## src/rtl/mux_con_frame_tx_pkg.sv

```systemverilog
// Shared constants, state encoding and header-byte helper for the config-stream
// frame transmitter.
package mux_con_frame_tx_pkg;

    localparam logic [7:0] CON_SYNC          = 8'hA5;
    localparam int         CON_HDR_LEN       = 4;
    localparam int         REPLY_FLAG_BIT    = 0;
    localparam int         DEF_PAYLOAD_DEPTH = 64;
    localparam int         DEF_GAP_CYCLES    = 16;

    typedef enum logic [1:0] {
        ST_IDLE = 2'd0,
        ST_HDR  = 2'd1,
        ST_PAY  = 2'd2,
        ST_GAP  = 2'd3
    } tx_state_e;

    // Header layout: sync, type, length, flags (reply request in bit 0).
    function automatic logic [7:0] hdr_byte(input logic [1:0] idx,
                                            input logic [7:0] typ,
                                            input logic [7:0] len,
                                            input logic       reply);
        logic [7:0] b;
        b = '0;
        case (idx)
            2'd0:    b = CON_SYNC;
            2'd1:    b = typ;
            2'd2:    b = len;
            default: b[REPLY_FLAG_BIT] = reply;
        endcase
        return b;
    endfunction

endpackage

```

## src/rtl/mux_con_frame_tx_if.sv

```systemverilog
// Host command, config stream and reply stream signals of the frame transmitter.
interface mux_con_frame_tx_if;

    logic [7:0]  cmd_wr_data;
    logic        cmd_wr_en;
    logic        cmd_start;
    logic [7:0]  cmd_type;
    logic        cmd_reply_req;
    logic        busy;
    logic        cmd_err;
    logic [7:0]  con_dout;
    logic        con_dout_en;
    logic [7:0]  replay_din;
    logic        replay_din_en;
    logic [31:0] reply_word;
    logic [7:0]  reply_len;
    logic        reply_valid;

    modport master (
        output cmd_wr_data, cmd_wr_en, cmd_start, cmd_type, cmd_reply_req,
        output replay_din, replay_din_en,
        input  busy, cmd_err, con_dout, con_dout_en,
        input  reply_word, reply_len, reply_valid
    );

    modport slave (
        input  cmd_wr_data, cmd_wr_en, cmd_start, cmd_type, cmd_reply_req,
        input  replay_din, replay_din_en,
        output busy, cmd_err, con_dout, con_dout_en,
        output reply_word, reply_len, reply_valid
    );

endinterface

```

## src/rtl/mux_con_frame_tx_reply_cap.sv

```systemverilog
// Reply stream capture: edge-detects the byte-valid strobe, keeps the first four
// bytes and a saturating byte count, and pulses valid when a reply ends.
module mux_con_frame_tx_reply_cap (
    input  logic        i_clk,
    input  logic        i_rst,
    input  logic [7:0]  i_din,
    input  logic        i_din_en,
    output logic [31:0] o_word,
    output logic [7:0]  o_len,
    output logic        o_valid
);

    logic        r_en_d;
    logic [7:0]  r_cnt;
    logic [31:0] r_word;
    logic [7:0]  r_len;
    logic        r_valid;

    always_ff @(posedge i_clk or posedge i_rst) begin
        if (i_rst) begin
            r_en_d  <= 1'b0;
            r_cnt   <= '0;
            r_word  <= '0;
            r_len   <= '0;
            r_valid <= 1'b0;
        end else begin
            r_en_d  <= i_din_en;
            r_valid <= 1'b0;
            if (i_din_en && !r_en_d) begin
                // First byte of a new reply also lands in the top slot.
                r_word <= {i_din, 24'h0};
                r_cnt  <= 8'd1;
            end else if (i_din_en) begin
                if (r_cnt < 8'd4) begin
                    case (r_cnt[1:0])
                        2'd0:    r_word[31:24] <= i_din;
                        2'd1:    r_word[23:16] <= i_din;
                        2'd2:    r_word[15:8]  <= i_din;
                        default: r_word[7:0]   <= i_din;
                    endcase
                end
                if (r_cnt != 8'hFF) r_cnt <= r_cnt + 8'd1;
            end
            if (!i_din_en && r_en_d) begin
                r_len   <= r_cnt;
                r_valid <= 1'b1;
            end
        end
    end

    assign o_word  = r_word;
    assign o_len   = r_len;
    assign o_valid = r_valid;

endmodule

```

## src/rtl/mux_con_frame_tx.sv

```systemverilog
// Config-stream frame transmitter: payload buffer, header/payload framing with an
// enforced inter-frame gap, plus the reply capture sub-block.
//
// state | meaning
// IDLE  | accepting payload writes and start
// HDR   | sending the 4 header bytes
// PAY   | sending buffered payload bytes
// GAP   | mandatory idle cycles before the next frame
module mux_con_frame_tx
    import mux_con_frame_tx_pkg::*;
#(
    parameter int PAYLOAD_DEPTH = DEF_PAYLOAD_DEPTH,
    parameter int GAP_CYCLES    = DEF_GAP_CYCLES
) (
    input  logic                 i_clk,
    input  logic                 i_rst,
    mux_con_frame_tx_if.slave    bus
);

    localparam int CW = $clog2(PAYLOAD_DEPTH + 1);
    localparam int PW = $clog2(PAYLOAD_DEPTH);
    localparam int GW = $clog2(GAP_CYCLES + 1);

    tx_state_e     r_state, w_state_nxt;
    logic [7:0]    r_buf [PAYLOAD_DEPTH];
    logic [CW-1:0] r_cnt;
    logic [PW-1:0] r_rd_ptr;
    logic [7:0]    r_len;
    logic [7:0]    r_type;
    logic          r_reply;
    logic [1:0]    r_hdr_idx;
    logic [GW-1:0] r_gap_cnt;
    logic          r_err;

    logic          w_idle, w_wr_ok, w_start_ok, w_drop;
    logic          w_hdr_last, w_pay_last, w_frame_end;
    logic [7:0]    w_dout;
    logic          w_dout_en;

    assign w_idle      = (r_state == ST_IDLE);
    assign w_wr_ok     = bus.cmd_wr_en && w_idle && (r_cnt < CW'(PAYLOAD_DEPTH));
    assign w_start_ok  = bus.cmd_start && w_idle;
    assign w_drop      = (bus.cmd_wr_en && !w_wr_ok) || (bus.cmd_start && !w_idle);
    assign w_hdr_last  = (r_state == ST_HDR) && (r_hdr_idx == 2'(CON_HDR_LEN - 1));
    assign w_pay_last  = (r_state == ST_PAY) && (8'(r_rd_ptr) == r_len - 8'd1);
    assign w_frame_end = (w_hdr_last && (r_len == 8'd0)) || w_pay_last;

    always_ff @(posedge i_clk or posedge i_rst) begin
        if (i_rst) r_state <= ST_IDLE;
        else       r_state <= w_state_nxt;
    end

    // Stream outputs decode straight from state so reset kills them immediately.
    always_comb begin
        w_state_nxt = r_state;
        w_dout      = 8'h00;
        w_dout_en   = 1'b0;
        case (r_state)
            ST_IDLE: if (w_start_ok) w_state_nxt = ST_HDR;
            ST_HDR: begin
                w_dout    = hdr_byte(r_hdr_idx, r_type, r_len, r_reply);
                w_dout_en = 1'b1;
                if (w_hdr_last) w_state_nxt = (r_len == 8'd0) ? ST_GAP : ST_PAY;
            end
            ST_PAY: begin
                w_dout    = r_buf[r_rd_ptr];
                w_dout_en = 1'b1;
                if (w_pay_last) w_state_nxt = ST_GAP;
            end
            ST_GAP:  if (r_gap_cnt == '0) w_state_nxt = ST_IDLE;
            default: w_state_nxt = ST_IDLE;
        endcase
    end

    always_ff @(posedge i_clk or posedge i_rst) begin
        if (i_rst) begin
            r_cnt     <= '0;
            r_rd_ptr  <= '0;
            r_len     <= '0;
            r_type    <= '0;
            r_reply   <= 1'b0;
            r_hdr_idx <= '0;
            r_gap_cnt <= '0;
            r_err     <= 1'b0;
        end else begin
            r_err <= w_drop;
            if (w_wr_ok) r_cnt <= r_cnt + CW'(1);
            if (w_start_ok) begin
                r_len     <= 8'(r_cnt) + (w_wr_ok ? 8'd1 : 8'd0);
                r_type    <= bus.cmd_type;
                r_reply   <= bus.cmd_reply_req;
                r_hdr_idx <= '0;
                r_rd_ptr  <= '0;
            end
            if (r_state == ST_HDR) r_hdr_idx <= r_hdr_idx + 2'd1;
            if (r_state == ST_PAY) r_rd_ptr  <= r_rd_ptr + PW'(1);
            if (w_frame_end) begin
                r_cnt     <= '0;
                r_gap_cnt <= GW'(GAP_CYCLES - 1);
            end else if ((r_state == ST_GAP) && (r_gap_cnt != '0)) begin
                r_gap_cnt <= r_gap_cnt - GW'(1);
            end
        end
    end

    always_ff @(posedge i_clk) begin
        if (w_wr_ok) r_buf[r_cnt[PW-1:0]] <= bus.cmd_wr_data;
    end

    assign bus.busy        = !w_idle;
    assign bus.cmd_err     = r_err;
    assign bus.con_dout    = w_dout;
    assign bus.con_dout_en = w_dout_en;

    mux_con_frame_tx_reply_cap u_reply_cap (
        .i_clk    (i_clk),
        .i_rst    (i_rst),
        .i_din    (bus.replay_din),
        .i_din_en (bus.replay_din_en),
        .o_word   (bus.reply_word),
        .o_len    (bus.reply_len),
        .o_valid  (bus.reply_valid)
    );

endmodule

```

## src/flat_wrapper.sv

```systemverilog
// flat-port wrapper written by rule: the top's interface ports become plain ports
module mux_con_frame_tx_flat import mux_con_frame_tx_pkg::*;
#(
    parameter int PAYLOAD_DEPTH = DEF_PAYLOAD_DEPTH,
    parameter int GAP_CYCLES    = DEF_GAP_CYCLES
)
  (i_clk, i_rst, bus_cmd_wr_data, bus_cmd_wr_en, bus_cmd_start, bus_cmd_type, bus_cmd_reply_req, bus_replay_din, bus_replay_din_en, bus_busy, bus_cmd_err, bus_con_dout, bus_con_dout_en, bus_reply_word, bus_reply_len, bus_reply_valid);
  mux_con_frame_tx_if bus_i ();
  input  logic i_clk;
  input  logic i_rst;
  input wire logic [$bits(bus_i.cmd_wr_data)-1:0] bus_cmd_wr_data;
  input wire logic [$bits(bus_i.cmd_wr_en)-1:0] bus_cmd_wr_en;
  input wire logic [$bits(bus_i.cmd_start)-1:0] bus_cmd_start;
  input wire logic [$bits(bus_i.cmd_type)-1:0] bus_cmd_type;
  input wire logic [$bits(bus_i.cmd_reply_req)-1:0] bus_cmd_reply_req;
  input wire logic [$bits(bus_i.replay_din)-1:0] bus_replay_din;
  input wire logic [$bits(bus_i.replay_din_en)-1:0] bus_replay_din_en;
  output wire logic [$bits(bus_i.busy)-1:0] bus_busy;
  output wire logic [$bits(bus_i.cmd_err)-1:0] bus_cmd_err;
  output wire logic [$bits(bus_i.con_dout)-1:0] bus_con_dout;
  output wire logic [$bits(bus_i.con_dout_en)-1:0] bus_con_dout_en;
  output wire logic [$bits(bus_i.reply_word)-1:0] bus_reply_word;
  output wire logic [$bits(bus_i.reply_len)-1:0] bus_reply_len;
  output wire logic [$bits(bus_i.reply_valid)-1:0] bus_reply_valid;
  assign bus_i.cmd_wr_data = bus_cmd_wr_data;
  assign bus_i.cmd_wr_en = bus_cmd_wr_en;
  assign bus_i.cmd_start = bus_cmd_start;
  assign bus_i.cmd_type = bus_cmd_type;
  assign bus_i.cmd_reply_req = bus_cmd_reply_req;
  assign bus_i.replay_din = bus_replay_din;
  assign bus_i.replay_din_en = bus_replay_din_en;
  assign bus_busy = bus_i.busy;
  assign bus_cmd_err = bus_i.cmd_err;
  assign bus_con_dout = bus_i.con_dout;
  assign bus_con_dout_en = bus_i.con_dout_en;
  assign bus_reply_word = bus_i.reply_word;
  assign bus_reply_len = bus_i.reply_len;
  assign bus_reply_valid = bus_i.reply_valid;
  mux_con_frame_tx #(.PAYLOAD_DEPTH(PAYLOAD_DEPTH), .GAP_CYCLES(GAP_CYCLES)) u_core (.i_clk(i_clk), .i_rst(i_rst), .bus(bus_i));
endmodule
```

## config.mk

```make
export PLATFORM = sky130hd
export DESIGN_NAME = mux_con_frame_tx_flat
export DESIGN_NICKNAME = d
export VERILOG_FILES = /design/src/rtl/mux_con_frame_tx_pkg.sv /design/src/rtl/mux_con_frame_tx_if.sv /design/src/rtl/mux_con_frame_tx_reply_cap.sv /design/src/rtl/mux_con_frame_tx.sv /design/src/flat_wrapper.sv
export SDC_FILE = /design/constraint.sdc
export NUM_CORES = 1
export LEC_CHECK = 0
export ABC_AREA = 1
export CORE_UTILIZATION = 31
export DETAILED_ROUTE_END_ITERATION = 7
export SLEW_MARGIN = 15
export SYNTH_ARGS = -nofsm -noshare
export SYNTH_HDL_FRONTEND = slang
export SYNTH_HIERARCHICAL = 1
export SYNTH_SLANG_ARGS = --single-unit
```

## constraint.sdc

```tcl
create_clock -name i_clk -period 5.6 [get_ports i_clk]
set_clock_uncertainty 0.2 [all_clocks]
set_input_delay 1.12 -clock i_clk [delete_from_list [all_inputs] [get_ports i_clk]]
set_output_delay 1.12 -clock i_clk [all_outputs]
set_load 0.02 [all_outputs]
```

# After elaboration in Yosys (flattened, before gate mapping)
# Memories as Yosys holds them, arrays and structs flattened.
# Cells that the tools add are included.
[totals]
regBits = 90
ram_bits = 512
inputBits = 30
output_inout_bits = 52
elab_cells = 115
mem_count = 1
[mem_list]
columns = ["memory", "words", "word_bits", "rd", "rd_ports_with_merged_regs", "wr", "line_no", "text"]
rows = [
  ["u_core.r_buf", 64, 8, 1, 0, 1, "mux_con_frame_tx.sv:25", "logic [7:0] r_buf [PAYLOAD_DEPTH];"],
]
[classes]
n_addsub = 7
order_cmp = 2
n_eq_ne = 15
mux = 32
reduce_logical = 41
[op_table]
columns = ["cell", "n"]
rows = [
  ["2-to-1 mux 32 bit", 3],
  ["2-to-1 mux 8 bit", 7],
  ["case mux 7 bit (3 select lines)", 1],
  ["nonzero test 2 bit", 10],
  ["case mux 8 bit (2 select lines)", 1],
  ["2-to-1 mux 7 bit", 2],
  ["2-to-1 mux 2 bit", 6],
  ["2-to-1 mux 6 bit", 2],
  ["AND reduction 3 bit", 4],
  ["logical AND 1 bit", 11],
  ["== test 2 bit (second input constant)", 5],
  ["2-to-1 mux 5 bit", 2],
  ["adder 7 x 8 -> 8 bit", 1],
  ["adder 8 x 1 -> 8 bit (second input constant)", 1],
  ["== test 6 x 8 -> 1 bit", 1],
  ["logical NOT 8 bit", 1],
  ["less-than comparator 8 x 3 -> 1 bit (second input constant)", 1],
  ["!= test 2 x 1 -> 1 bit (second input constant)", 4],
  ["!= test 8 bit (second input constant)", 1],
  ["case mux 2 bit (4 select lines)", 1],
  ["subtractor 8 x 1 -> 8 bit (second input constant)", 1],
  ["adder 7 x 1 -> 7 bit (second input constant)", 1],
  ["less-than comparator 7 bit (second input constant)", 1],
  ["adder 6 x 1 -> 6 bit (second input constant)", 1],
  ["15 further kinds", 28],
]

# Longest topological paths before layout
[logic_depth]
ltp_word = 6
ltp_mapped = 14
depth_no_buf = 12

# Hierarchy
# Netlist, hierarchy kept.
[by_module_without_submodules]
columns = ["mod", "n_inst", "cells_each", "area_each_um2", "seq_area_each_um2"]
rows = [
  ["mux_con_frame_tx", 1, 2452, 24696.2, 16375.7],
  ["mux_con_frame_tx_reply_cap", 1, 257, 2248.4, 1251.2],
]

# Least setup slack after synthesis
# OpenSTA, ideal clock, no wires.
[synth_timing]
path_kind = "register -> output"
startpoint = "register u_core.r_rd_ptr[0]"
endpoint = "output port bus_con_dout[3]"
t_arrival_ns = 1.746
required_ns = 4.280
path_slack_ns = 2.534
path_stages_with_launch = 14
path_buffers = 4
path_cell_list = "dfrtp_1 buf_6 buf_6 buf_8 buf_6 nand2_1 nand3_1 nand2_1 nand2_1 nand3_1 nand3_1 nand3_1 nand3_1 a21oi_1"
[synth_via]
elab_chain_len = 2
[synth_rtl]
columns = ["item", "line_no", "text"]
rows = [
  ["start, declared", "mux_con_frame_tx.sv:27", "logic [PW-1:0] r_rd_ptr;"],
  ["start signal, assigned", "mux_con_frame_tx.sv:96", "if (r_state == ST_PAY) r_rd_ptr <= r_rd_ptr + PW'(1);"],
  ["memory read (64 x 8 bit)", "n/a", ""],
  ["case mux 8 bit (2 select lines)", "mux_con_frame_tx.sv:58", "case (r_state)"],
  ["end, declared", "flat_wrapper.sv:20", "output wire logic [$bits(bus_i.con_dout)-1:0] bus_con_dout;"],
]
# No other way between the ends.

# Worst setup path in the final report
[layout_timing]
startpoint = "register u_core.r_rd_ptr[0]"
endpoint = "output port bus_con_dout[2]"
# Same word-level chain as after synthesis.

==> flow_metrics.env <==
export IMPL_vdd_ir_drop_max_mv=0.3965
export IMPL_die_w_um=296.8
export IMPL_setup_viol_count_final=0
export IMPL_dr_pass1_iters=6
export IMPL_hold_viol_final=0
export IMPL_drive_above_1_share=0.06783
export IMPL_clk_pin_slew_worst_paths_ps=60
export IMPL_status="finished clean"
export IMPL_core_area_um2=85680
export IMPL_port_buffer_count=81
export IMPL_synth_most_common_cell="nand2_1"
export IMPL_yosysSeqAreaShare=0.6542
export IMPL_crit_slowest_cell="dfrtp_4"
export IMPL_area_delta_synth_final_pct=14.34
export IMPL_finalCritPeriodShare=0.9347
export IMPL_rows=107
export IMPL_worstPathCellList="buf_4, nand2_1, nand2_1, nand2_1, nand2_1, nand2_1, nand3_1, nand3_1, nand3_1, nand3_1, a21oi_1, clkdlybuf4s50_1"
export IMPL_n_fill_cell=8574
export IMPL_worst_path_buf_inv=2
export IMPL_grt_max_degree=125
export IMPL_path_depth=12
export IMPL_ant_nets=0
export IMPL_htree_levels=2
export IMPL_grtUsageTotal=0.1553
export IMPL_cts_setup_buffers=0
export IMPL_ctsLongestPathBuffers=3
export IMPL_setup_tns_ps=0
export IMPL_worstSkewPairLatency_ps=630
export IMPL_yosysTopAreaCell="edfxtp_1"
export IMPL_dp_hpwl_um=41180
export IMPL_gr_total_overflow=0
export IMPL_p_seq_frac=0.392
export IMPL_syn_area_per_cell_um2=9.946
export IMPL_syn_inst=2709
export IMPL_synth_edff_count=512
export IMPL_drv_slew=0
export IMPL_holdBufCountCts=0
export IMPL_max_stage_delay_ps=760
export IMPL_wl_per_cell_um=17.44
export IMPL_path_delay_family="buffers and inverters"
export IMPL_crit_path_max_fanout=50
export IMPL_ys_ff_latch=602
export IMPL_p_switching_mw=4.657
export IMPL_crit_required_ps=4280
export IMPL_critPathLaunchType="flip-flop"
export IMPL_hold_class="reg2reg"
export IMPL_vias_per_cell=4.678
export IMPL_antenna_found_initial=1
export IMPL_drtIter0Drc=1739
export IMPL_final_util=0.3596
export IMPL_yosysWarnings=6
export IMPL_grt_pass1_wl_um=107400
export IMPL_drv_cap=0
export IMPL_cts_sinks=602
export IMPL_place_congestion=0.8548
export IMPL_end_kind="output pin"
export IMPL_regToRegSetupSlack_ps=1980
export IMPL_die_area_um2=88100
export IMPL_maxSlewHeadroom=0.3177
export IMPL_ios=82
export IMPL_powerDensity_nw_per_um2=436.7
export IMPL_rsz0062_at_grt="no"
export IMPL_r2r_start="u_core/r_state[0]$_DFFE_PP0P_"
export IMPL_first_global_vias=17870
export IMPL_async_flop_share=0.1495
export IMPL_crit_arrival_ps=3910
export IMPL_r2r_end="u_core/r_buf[21][2]$_DFFE_PP_"
export IMPL_yosys_cell_types_count=44
export IMPL_synth_ff_type="edfxtp_1"
export IMPL_die_y_um=296.8
export IMPL_placed_cell_area_um2=28760
export IMPL_initial_core_util=0.3145
export IMPL_synth_top_area_frac=0.5706
export IMPL_clock_fmax_mhz=191.0
export IMPL_drc=0
export IMPL_clkPwrFrac=0.313
export IMPL_path_common_cell="nand2_1"
export IMPL_antennaDiodeCount=0
export IMPL_finalNetCount=2805
export IMPL_synth_area_um2=26940
export IMPL_p_leak_nw=12.62
export IMPL_cp_endpoint="bus_con_dout[2]"
export IMPL_tritoncts="done"
export IMPL_design_area_um2=30810
export IMPL_p_int_mw=8.797
export IMPL_netlist_top_cells_area="edfxtp_1, nand2_1, dfrtp_1"
export IMPL_cts_buffers=60
export IMPL_synth_commonest_cells="nand2_1, edfxtp_1, inv_1"
export IMPL_path_class="reg2out"
export IMPL_tightest_slew_ps=1020
export IMPL_vias=18450
export IMPL_crit_start="u_core/r_rd_ptr[0]$_DFFE_PP0P_"
export IMPL_cts_repair_resized=0
export IMPL_swShare=0.3461
export IMPL_min_period_ps=5235
export IMPL_synth_nets=2760
export IMPL_clockRootBuffer="clkbuf_16"
export IMPL_pwr_share_comb=0.296
export IMPL_worst_r2r_cell_count=7
export IMPL_routed_wl_um=68810
## placed cells by master (no fill, tap or decap), drive strengths merged, types with 2 or more instances in the layout
master,netlist,final
bufinv,0,11
nand4,7,7
xnor2,6,6
inv,314,315
edfxtp,512,512
nor2,120,120
clkinvlp,0,4
nor3,8,8
dfrtp,90,90
a31oi,2,2
a21oi,17,17
or2,49,49
nand3b,3,3
clkinv,3,27
clkbuf,32,69
nand3,294,294
xor2,8,8
o22ai,6,6
clkdlybuf4s50,0,73
o211ai,40,40
o21ai,68,68
ha,21,21
buf,99,41
nand2,1002,1002
## per-layer routing
metal / part of all wire / vias up / track usage / wire, µm
met5: 0 / - / 0 / 0
met4: 0.033 / 0 / 0.05564 / 2254
met3: 0.049 / 117 / 0.01734 / 3370
met2: 0.47 / 500 / 0.2542 / 32450
met1: 0.45 / 8919 / 0.2124 / 30740
li1: - / 8917 / - / -
## flip-flops by register name (all words and copies together) (netlist names)
signal and flops:
u_core/r_len 8, u_core/u_reply_cap/r_cnt 8, u_core/u_reply_cap/r_en_d 1, u_core/u_reply_cap/o_valid 1
u_core/r_hdr_idx 2, u_core/r_type 8, u_core/r_reply 1, u_core/u_reply_cap/o_len 8
u_core/r_rd_ptr 6, u_core/r_gap_cnt 5, u_core/u_reply_cap/o_word 32, u_core/r_state 2
u_core/r_buf 512, u_core/r_cnt 7, u_core/bus.cmd_err 1
## logic make-up (layout without fill, tap and decap cells)
group | after synthesis | count (layout) | synth area share
buffers and inverters | 448 | 540 | 0.07146
and+or+nand+nor | 1486 | 1486 | 0.2283
xor gates and xnor gates | 15 | 15 | 0.005387
AOI/OAI and AO/OA | 137 | 137 | 0.03093
adders and majority gates | 21 | 21 | 0.009751
DFF | 602 | 602 | 0.6542
## power by group through the flow
stage	Sequential (mW)	Clock (mW)	Combinational [mW]
floorplan	5.35	0	2.71
global placement	5.35	0	3.97
CTS	5.27	4.29	3.99
global route	5.30	4.48	4.43
finish	5.27	4.21	3.98
detailed placement	5.36	0	3.98
## per-stage QoR
step | power [mW] | setup slack, ps | cells | hold WS [ps]
2_1_floorplan | 8.051 | 2534 | 2709 | 248.8
3_3_place_gp | 9.327 | 1003 | 3836 | 255.9
3_5_place_dp | 9.336 | 1008 | 3836 | 259.3
4_1_cts | 13.56 | 321.3 | 3945 | 277.2
5_1_grt | 14.21 | 165.9 | 3945 | 297.2
6_report | 13.45 | 365.5 | 3945 | 272.5
## layout make-up
class,count,area (µm²),area share
clock inverters,40,509.2,0.01653
inverters,317,1199,0.03891
repair buffers,114,1106,0.03590
flip-flops and latches,602,17640,0.5724
clock buffers,69,1535,0.04983
well taps,1144,1431,0.04646
multi-input cells,1659,7392,0.2399
## worst min-delay path, cell delays in order, from the launching register on
cell     delay, ps
dfrtp_1        340
nand2_1         50
nand2_1         50
## worst min path at each step
stage,from,to,cells after the start
after floorplan,u_core/r_type[0]$_DFFE_PP0P_,u_core/r_type[0]$_DFFE_PP0P_,2
after global placement,u_core/u_reply_cap/o_word[9]$_DFFE_PP0P_,u_core/u_reply_cap/o_word[9]$_DFFE_PP0P_,2
after detailed placement,u_core/u_reply_cap/o_word[9]$_DFFE_PP0P_,u_core/u_reply_cap/o_word[9]$_DFFE_PP0P_,2
after CTS,u_core/u_reply_cap/o_word[19]$_DFFE_PP0P_,u_core/u_reply_cap/o_word[19]$_DFFE_PP0P_,2
after global routing,u_core/u_reply_cap/o_word[9]$_DFFE_PP0P_,u_core/u_reply_cap/o_word[9]$_DFFE_PP0P_,2
final,u_core/u_reply_cap/o_word[19]$_DFFE_PP0P_,u_core/u_reply_cap/o_word[19]$_DFFE_PP0P_,2
Power figures use the tool's default switching activity.
